===== src/rtl/aho_table_writer.sv =====
// -----------------------------------------------------------------------------
// aho_table_writer
//
// Loads the Aho-Corasick goto and failure tables that the table reader uses.
// Each session starts with START. The writer first clears every entry of both
// RAMs. It then accepts goto and failure entries over a valid/ready handshake
// until COMMIT. Goto entries are packed from address 0 in arrival order.
// Failure entries are written at address state-1.
//
// Optional feature (compile-time macro AHO_TW_DUP_CHECK_EN):
//   When the macro is defined, the writer keeps a shadow copy of every
//   {cur_state, chara} key written this session. A goto entry whose key is
//   already in the shadow is dropped and ERR_DUP is raised.
//   When the macro is undefined, duplicates are written like any other entry
//   and ERR_DUP is tied to 0.
//
// Ports:
//   CLK, RST_N        clock (rising edge), asynchronous active-low reset
//   START, COMMIT     1-cycle pulses that open and close a load session
//   IN_VALID/IN_READY entry handshake; IN_KIND 0=goto, 1=failure
//   IN_CUR_STATE, IN_CHARA, IN_NEXT_STATE  entry fields
//   WR_EN_G, WR_ADDR_G, WR_CUR_STATE, WR_CHARA, WR_NEXT_STATE  goto RAM write
//   WR_EN_F, WR_ADDR_F, WR_FAIL_STATE                          failure RAM write
//   GOTO_COUNT        goto entries written this session
//   BUSY, DONE        session status
//   ERR_FULL, ERR_STATE, ERR_DUP  sticky drop flags, cleared by START
// -----------------------------------------------------------------------------
module aho_table_writer #(
  parameter int DEPTH   = 32,
  parameter int STATE_W = 8,
  parameter int CHARA_W = 4
) (
  input  logic                     CLK,
  input  logic                     RST_N,
  input  logic                     START,
  input  logic                     IN_VALID,
  output logic                     IN_READY,
  input  logic                     IN_KIND,
  input  logic [STATE_W-1:0]       IN_CUR_STATE,
  input  logic [CHARA_W-1:0]       IN_CHARA,
  input  logic [STATE_W-1:0]       IN_NEXT_STATE,
  input  logic                     COMMIT,
  output logic                     WR_EN_G,
  output logic [$clog2(DEPTH)-1:0] WR_ADDR_G,
  output logic [STATE_W-1:0]       WR_CUR_STATE,
  output logic [CHARA_W-1:0]       WR_CHARA,
  output logic [STATE_W-1:0]       WR_NEXT_STATE,
  output logic                     WR_EN_F,
  output logic [$clog2(DEPTH)-1:0] WR_ADDR_F,
  output logic [STATE_W-1:0]       WR_FAIL_STATE,
  output logic [$clog2(DEPTH):0]   GOTO_COUNT,
  output logic                     BUSY,
  output logic                     DONE,
  output logic                     ERR_FULL,
  output logic                     ERR_STATE,
  output logic                     ERR_DUP
);

  localparam int AW = $clog2(DEPTH);
  localparam int CW = AW + 1;
  localparam logic [STATE_W:0] DEPTH_S = (STATE_W+1)'(DEPTH);

  typedef enum logic [1:0] {S_IDLE, S_CLEAR, S_LOAD, S_DONE} state_t;

  state_t        state, state_nx;
  logic [AW-1:0] clr_addr;
  logic          clr_write;
  logic          xfer;
  logic          g_full;
  logic          g_dup;
  logic          g_write;
  logic          g_drop_full;
  logic          f_bad;
  logic          f_write;
  logic          f_drop;
  logic [AW-1:0] fail_addr;

  // Failure entries for states 1..DEPTH map to addresses 0..DEPTH-1.
  // Only the low address bits matter: state DEPTH has low bits 0, and
  // subtracting 1 wraps it to DEPTH-1.
  assign fail_addr = IN_CUR_STATE[AW-1:0] - AW'(1);

  assign IN_READY = (state == S_LOAD);
  assign BUSY     = (state == S_CLEAR) || (state == S_LOAD);
  assign DONE     = (state == S_DONE);

  always_ff @(posedge CLK or negedge RST_N) begin
    if (!RST_N) state <= S_IDLE;
    else        state <= state_nx;
  end

  // START has priority in every state. It abandons any session in progress,
  // so an entry that arrives on the same edge is discarded.
  always_comb begin
    state_nx    = state;
    clr_write   = 1'b0;
    xfer        = 1'b0;
    g_write     = 1'b0;
    g_drop_full = 1'b0;
    f_write     = 1'b0;
    f_drop      = 1'b0;
    g_full      = (GOTO_COUNT == CW'(DEPTH));
    f_bad       = (IN_CUR_STATE == '0) || ({1'b0, IN_CUR_STATE} > DEPTH_S);
    case (state)
      S_IDLE, S_DONE: begin
        if (START) state_nx = S_CLEAR;
      end
      S_CLEAR: begin
        if (START) begin
          state_nx = S_CLEAR;
        end else begin
          clr_write = 1'b1;
          if (clr_addr == AW'(DEPTH-1)) state_nx = S_LOAD;
        end
      end
      S_LOAD: begin
        if (START) begin
          state_nx = S_CLEAR;
        end else begin
          xfer = IN_VALID;
          if (COMMIT) state_nx = S_DONE;
        end
      end
      default: state_nx = S_IDLE;
    endcase
    if (xfer && !IN_KIND) begin
      // A duplicate is reported as a duplicate even when the table is full.
      if (!g_dup) begin
        g_write     = !g_full;
        g_drop_full = g_full;
      end
    end
    if (xfer && IN_KIND) begin
      f_write = !f_bad;
      f_drop  = f_bad;
    end
  end

  always_ff @(posedge CLK or negedge RST_N) begin
    if (!RST_N) begin
      clr_addr <= '0;
    end else if (clr_write) begin
      clr_addr <= clr_addr + AW'(1);
    end else begin
      clr_addr <= '0;
    end
  end

  // The write port is registered: each write appears one cycle after the
  // edge that accepted it. Clear writes carry all-zero data.
  always_ff @(posedge CLK or negedge RST_N) begin
    if (!RST_N) begin
      WR_EN_G       <= 1'b0;
      WR_ADDR_G     <= '0;
      WR_CUR_STATE  <= '0;
      WR_CHARA      <= '0;
      WR_NEXT_STATE <= '0;
      WR_EN_F       <= 1'b0;
      WR_ADDR_F     <= '0;
      WR_FAIL_STATE <= '0;
    end else begin
      WR_EN_G <= clr_write || g_write;
      WR_EN_F <= clr_write || f_write;
      if (clr_write) begin
        WR_ADDR_G     <= clr_addr;
        WR_CUR_STATE  <= '0;
        WR_CHARA      <= '0;
        WR_NEXT_STATE <= '0;
        WR_ADDR_F     <= clr_addr;
        WR_FAIL_STATE <= '0;
      end else begin
        if (g_write) begin
          WR_ADDR_G     <= GOTO_COUNT[AW-1:0];
          WR_CUR_STATE  <= IN_CUR_STATE;
          WR_CHARA      <= IN_CHARA;
          WR_NEXT_STATE <= IN_NEXT_STATE;
        end
        if (f_write) begin
          WR_ADDR_F     <= fail_addr;
          WR_FAIL_STATE <= IN_NEXT_STATE;
        end
      end
    end
  end

  always_ff @(posedge CLK or negedge RST_N) begin
    if (!RST_N) begin
      GOTO_COUNT <= '0;
      ERR_FULL   <= 1'b0;
      ERR_STATE  <= 1'b0;
    end else if (START) begin
      GOTO_COUNT <= '0;
      ERR_FULL   <= 1'b0;
      ERR_STATE  <= 1'b0;
    end else begin
      if (g_write)     GOTO_COUNT <= GOTO_COUNT + CW'(1);
      if (g_drop_full) ERR_FULL   <= 1'b1;
      if (f_drop)      ERR_STATE  <= 1'b1;
    end
  end

`ifdef AHO_TW_DUP_CHECK_EN
  logic [STATE_W+CHARA_W-1:0] shadow_key [DEPTH];
  logic [DEPTH-1:0]           shadow_vld;

  always_comb begin
    g_dup = 1'b0;
    for (int i = 0; i < DEPTH; i++) begin
      if (shadow_vld[i] && (shadow_key[i] == {IN_CUR_STATE, IN_CHARA})) g_dup = 1'b1;
    end
  end

  always_ff @(posedge CLK) begin
    if (g_write) shadow_key[GOTO_COUNT[AW-1:0]] <= {IN_CUR_STATE, IN_CHARA};
  end

  always_ff @(posedge CLK or negedge RST_N) begin
    if (!RST_N) begin
      shadow_vld <= '0;
      ERR_DUP    <= 1'b0;
    end else if (START || (state == S_CLEAR)) begin
      shadow_vld <= '0;
      if (START) ERR_DUP <= 1'b0;
    end else begin
      if (g_write) shadow_vld[GOTO_COUNT[AW-1:0]] <= 1'b1;
      if (xfer && !IN_KIND && g_dup) ERR_DUP <= 1'b1;
    end
  end
`else
  assign g_dup   = 1'b0;
  assign ERR_DUP = 1'b0;
`endif

endmodule


===== config.mk =====
export PLATFORM = sky130hd
export DESIGN_NAME = aho_table_writer
export DESIGN_NICKNAME = d
export VERILOG_FILES = /design/src/rtl/aho_table_writer.sv
export SDC_FILE = /design/constraint.sdc
export NUM_CORES = 1
export LEC_CHECK = 0
export CORE_ASPECT_RATIO = 0.5
export CORE_UTILIZATION = 48
export CTS_BUF_LIST = sky130_fd_sc_hd__clkbuf_4
export CTS_CLUSTER_DIAMETER = 30
export CTS_CLUSTER_SIZE = 16
export DETAILED_ROUTE_END_ITERATION = 16
export HOLD_SLACK_MARGIN = 0.1
export PLACE_DENSITY = 0.81
export SLEW_MARGIN = 30
export SYNTH_ARGS = -nofsm -noshare
export SYNTH_HDL_FRONTEND = slang
export SYNTH_SLANG_ARGS = --single-unit
export TNS_END_PERCENT = 30

===== constraint.sdc =====
create_clock -name CLK -period 4.75 [get_ports CLK]
set_input_delay 0.95 -clock CLK [delete_from_list [all_inputs] [get_ports CLK]]
set_output_delay 0.95 -clock CLK [all_outputs]
set_load 0.05 [all_outputs]

### Yosys cells after proc, flatten, opt, wreduce, memory -nomap -nowiden

Cells that the tools add are included.
W data, S select, Z words.

* register bits after elaboration: 55
* input bits: 26
* output and inout bits: 52
* word-level logic and storage cells: 76

* add/subtract/negate cells: 3
* magnitude comparators: 1
* equal/unequal tests: 8
* mux-type cells: 33
* reduce and logical (&&, ||, !) cells: 18

Operator list (number)
* $mux W8: 6
* $mux W5: 5
* $mux W1: 12
* $mux W6: 2
* $mux W2: 5
* $reduce_bool A2 Y1: 5
* $gt A8 B6 Y1 const B: 1
* $logic_not A8 Y1: 1
* $mux W4: 2
* $add A6 B1 Y6 const B: 1
* $eq A6 B6 Y1 const B: 1
* $ne A3 B2 Y1 const B: 2
* $pmux W2 S3: 1
* $add A5 B1 Y5 const B: 1
* $eq A5 B5 Y1 const B: 1
* $sub A5 B1 Y5 const B: 1
* $eq A2 B2 Y1 const B: 2
* $logic_or A1 B1 Y1: 4
* $logic_not A1 Y1: 3
* $reduce_and A3 Y1: 1
* $eq A2 B1 Y1 const B: 1
* $logic_and A1 B1 Y1: 2
* $logic_not A2 Y1: 1
* $ne A2 B2 Y1 const B: 1
* $reduce_or A2 Y1: 1

### Depth between registers and ports, before layout

* word-level depth: 6
* gate-level depth with buffers: 8
* depth with buffers taken out: 7

### Worst setup path before layout

Ideal clock, no wire load.

* path type: in2reg
* from: in IN_CUR_STATE[0]
* to: reg WR_FAIL_STATE[0]
* setup time: 0.078 ns
* arrival time: 2.190 ns
* required time: 4.672 ns
* path slack: 2.482 ns
* stages on the path: 7
* path buffers: 1
* cells stage by stage: inv_1 ha_1 nor4b_4 mux2i_1 clkbuf_2 o21ai_0 a21oi_1

* cells in the longest elaborated chain, start to end: 5
* elaborated cells on any way between the ends: 6
* classes of those cells: order compare: 1; mux: 1; reduce/logical: 4

RTL lines
* from (decl): line 39 `input logic [STATE_W-1:0] IN_CUR_STATE,`
* $gt A8 B6 Y1 or $logic_not A8 Y1 (tied branches): line 103 `f_bad = (IN_CUR_STATE == '0) || ({1'b0, IN_CUR_STATE} > DEPTH_S);`
* $logic_or A1 B1 Y1 *: line 103
* $logic_not A1 Y1 *: line 134 `f_write = !f_bad;`
* $mux W1 *: line 133 `if (xfer && IN_KIND) begin`
* $reduce_bool A2 Y1 (no source line) *
* to (signal assigned): line 160 `WR_FAIL_STATE <= '0;`
* to (signal assigned): line 170 `WR_FAIL_STATE <= '0;`
* to (signal assigned): line 180 `WR_FAIL_STATE <= IN_NEXT_STATE;`
* to (decl): line 50 `output logic [STATE_W-1:0] WR_FAIL_STATE,`

Every way passes the cells marked *; elsewhere a longest branch is shown, timed or not.
A chain may end at the register's enable or synchronous reset.

### Worst setup path after layout

* from: reg state[0]
* to: out BUSY

* cells in the longest elaborated chain, start to end: 2
* elaborated cells on any way between the ends: 3
* classes of those cells: eq/ne: 2; reduce/logical: 1

RTL lines
* from (decl): line 65 `state_t state, state_nx;`
* from (signal assigned): line 89 `else state <= state_nx;`
* $eq A2 B1 Y1 or $eq A2 B2 Y1 (tied branches): line 84 `assign BUSY = (state == S_CLEAR) || (state == S_LOAD);`
* $logic_or A1 B1 Y1 *: line 84
* to (decl): line 52 `output logic BUSY,`

Marked as above.

==> metrics <==
DR DRC count=0; post-synthesis sequential area ratio=0.524; io pins=between 70 and 80; Yosys top cell by area=dfrtp_1; post-synth top area share=0.524; most frequent CP cell=inv_1; static leakage=around 0.0017 µW; Slew Limit Fails=0; post-detailed-route via-to-cell ratio=between 5 and 6; period utilization=0.633; critical setup path kind=reg2out; worst-skew pair later-pin latency=approximately 380 ps; filler instances=around 400; RePlAce Congestion=0.771; Bufs on Longest Clock Path=2; setup TNS=0 ps; Critical Path Fanout Max=3; I/O Buffers=76; status=completed; Critical Path RT=between 3000 and 4000 ps; post-synthesis register bit count=55; P&R area growth vs syn=32.3%; Final Hold Slack=about 540 ps; Util after Layout=0.683; first-pass GRT wire length=~9.7 mm; crit path max-delay cell type=clkdlybuf4s50_1; Critical Path AT=2060 ps; # nets final=between 300 and 400; syn avg cell area=roughly 11 µm²; Post-synth ARST share=1.00; largest net degree at the start of global routing=56; via count=between 2,000 and 2,500; layout cells sized above 1=0.0637; post-synth cell types=40; Worst Tran Pin Value=around 660 ps; Hold Path Class=reg2reg; Die Ht=around 54 µm; fin cells=384; Initial DRC Count=86; die area=between 5000 and 6000 µm²; total gr overflow=0; # rows=18; final wirelength=6.12 mm; post-synthesis cell count=between 200 and 250; fmax=between 300 and 400 MHz; Worst Setup End Kind=output port; CTS tree=done; CP Launch Type=flop; Crit path largest cell delay=about 800 ps; setup violators final=0; Clk pin slew, worst setup/hold paths=roughly 170 ps; Core Region=around 5100 µm²; hpwl dp=roughly 4.4 mm; top post-synthesis cells by area=dfrtp_1 52%, mux2i_1 8.8%, nor2_1 4.4%, ha_1 4.3%, nand3_1 3.6%; Mapped Nets=~280; worst-path cell chain=inv_1 > ha_1 > inv_1 > clkdlybuf4s50_1; Num CTS Buffers=5; final hold viol count=0; clk_skew=between 15 and 20 ps; Multi-input gate area=approximately 1100 µm²; wire per inst=approximately 16 µm; antenna diode count=0; number of flops mapped to enable cells by yosys=0; Tmin final=around 3000 ps; Inst Count DP=approximately 380; drt pass-1 iters=6; Post-synth top cells=55 x dfrtp_1, 31 x nor2_1, 23 x mux2i_1; peak supply drop=around 0.28 mV; Clock H-tree levels=2; Root Driver=clkbuf_4; initial antenna violation count=0; ys flop type=dfrtp_1; post-route ant nets=0; maximum capacitance violations=0; clock sink total=55; mapped cell area=2630 µm²; RSZ-0062 raised after global routing=false; Die X-Extent=107 µm; Initial Utilization=0.516; number of global-route vias before repair=2,060; CTS resizes=0; most frequent cell after synthesis=dfrtp_1; Max-Slew Margin vs Limit=0.550; Pwr Total=1240 µW; Post-CTS Setup Bufs=0; hold_buf cts=0; Power Density=around 360 nW/µm²; total track usage=0.220; storage element area=roughly 1400 µm²; synth warn=0
[worst paths after layout]
| path | from | cells past startpoint | end | slack [ps] |
|---|---|---|---|---|
| hold reg to reg | clr_addr[0] | 1 | clr_addr[0] | 540 |
| max in group asynchronous | RST_N | 2 | WR_ADDR_G[3] | 3620 |
| setup / recovery | state[0] | 4 | BUSY | 1740 |
| hold / removal | clr_addr[0] | 1 | clr_addr[0] | 540 |
| setup reg to reg | GOTO_COUNT[0] | 8 | WR_ADDR_G[0] | 2390 |
| min in group asynchronous | RST_N | 2 | WR_NEXT_STATE[5] | 680 |
[critical path, delay by kind of cell, from the launching register on]
family | cells | cell delay [ps]
buffers and inverters | 3 | 950
flip-flops | 1 | 410
adder cells (fa/ha/maj) | 1 | 330
[cells by family after synthesis]
| family | synth area share |
|---|---|
| AO/OA/AOI/OAI | 0.0991 |
| buffers and inverters | 0.0514 |
| other | 0.00143 |
| AND/OR/NAND/NOR | 0.158 |
| flip-flops | 0.524 |
| multiplexers | 0.0934 |
| adder cells (fa/ha/maj) | 0.0429 |
| XOR/XNOR | 0.0300 |
[metal layers]
metal	GRT usage	part of all wire
met5	0	0
met4	0.0502	0.0088
met3	0.0512	0.056
met2	0.373	0.49
met1	0.294	0.44
[metrics by stage]
step	instance area (µm²)	worst slack [ps]
floorplan	2630	2480
global placement	3390	1560
detailed placement	3400	1440
CTS	3470	1740
global route	3480	1650
finish	3480	1740
[placed cells by master, fill, tap and decap left out, types with 2 or more instances in the layout]
cell,count
mux2i_1,22
ha_1,9
dfrtp_1,55
nor2_1,31
nand2_1,7
inv_1,8
a21oi_1,15
nand2b_1,3
nand3_1,19
and2_1,4
and3_1,2
nor3_1,5
xor2_1,7
buf_4,4
clkbuf_4,5
o21ai_0,12
xnor2_1,2
o31ai_1,4
clkdlybuf4s50_1,75
a31oi_1,2
nor3b_1,2
[state kept, by name, summed over array words and instances (netlist names), 4 cells and up]
signal	count
WR_CHARA	4
WR_ADDR_F	5
WR_ADDR_G	5
WR_CUR_STATE	8
WR_NEXT_STATE	8
WR_FAIL_STATE	8
GOTO_COUNT	6
clr_addr	5
[final cells by class]
cell class | count | area share
Tap cell | 70 | 0.0252
Multi-Input combinational cell | 164 | 0.323
Clock buffer | 5 | 0.0108
Clock inverter | 2 | 0.0108
Inverter | 8 | 0.00864
Timing Repair Buffer | 80 | 0.226
Sequential cell | 55 | 0.396
[power breakdown]
| part | switching (µW) | internal [µW] | total (µW) |
|---|---|---|---|
| Sequential | 31.3 | 514 | 545 |
| Combinational | 296 | 144 | 441 |
| Clock | 148 | 108 | 256 |
| Total | 475 | 766 | 1240 |
No activity file was read; power rests on OpenSTA's default activity.
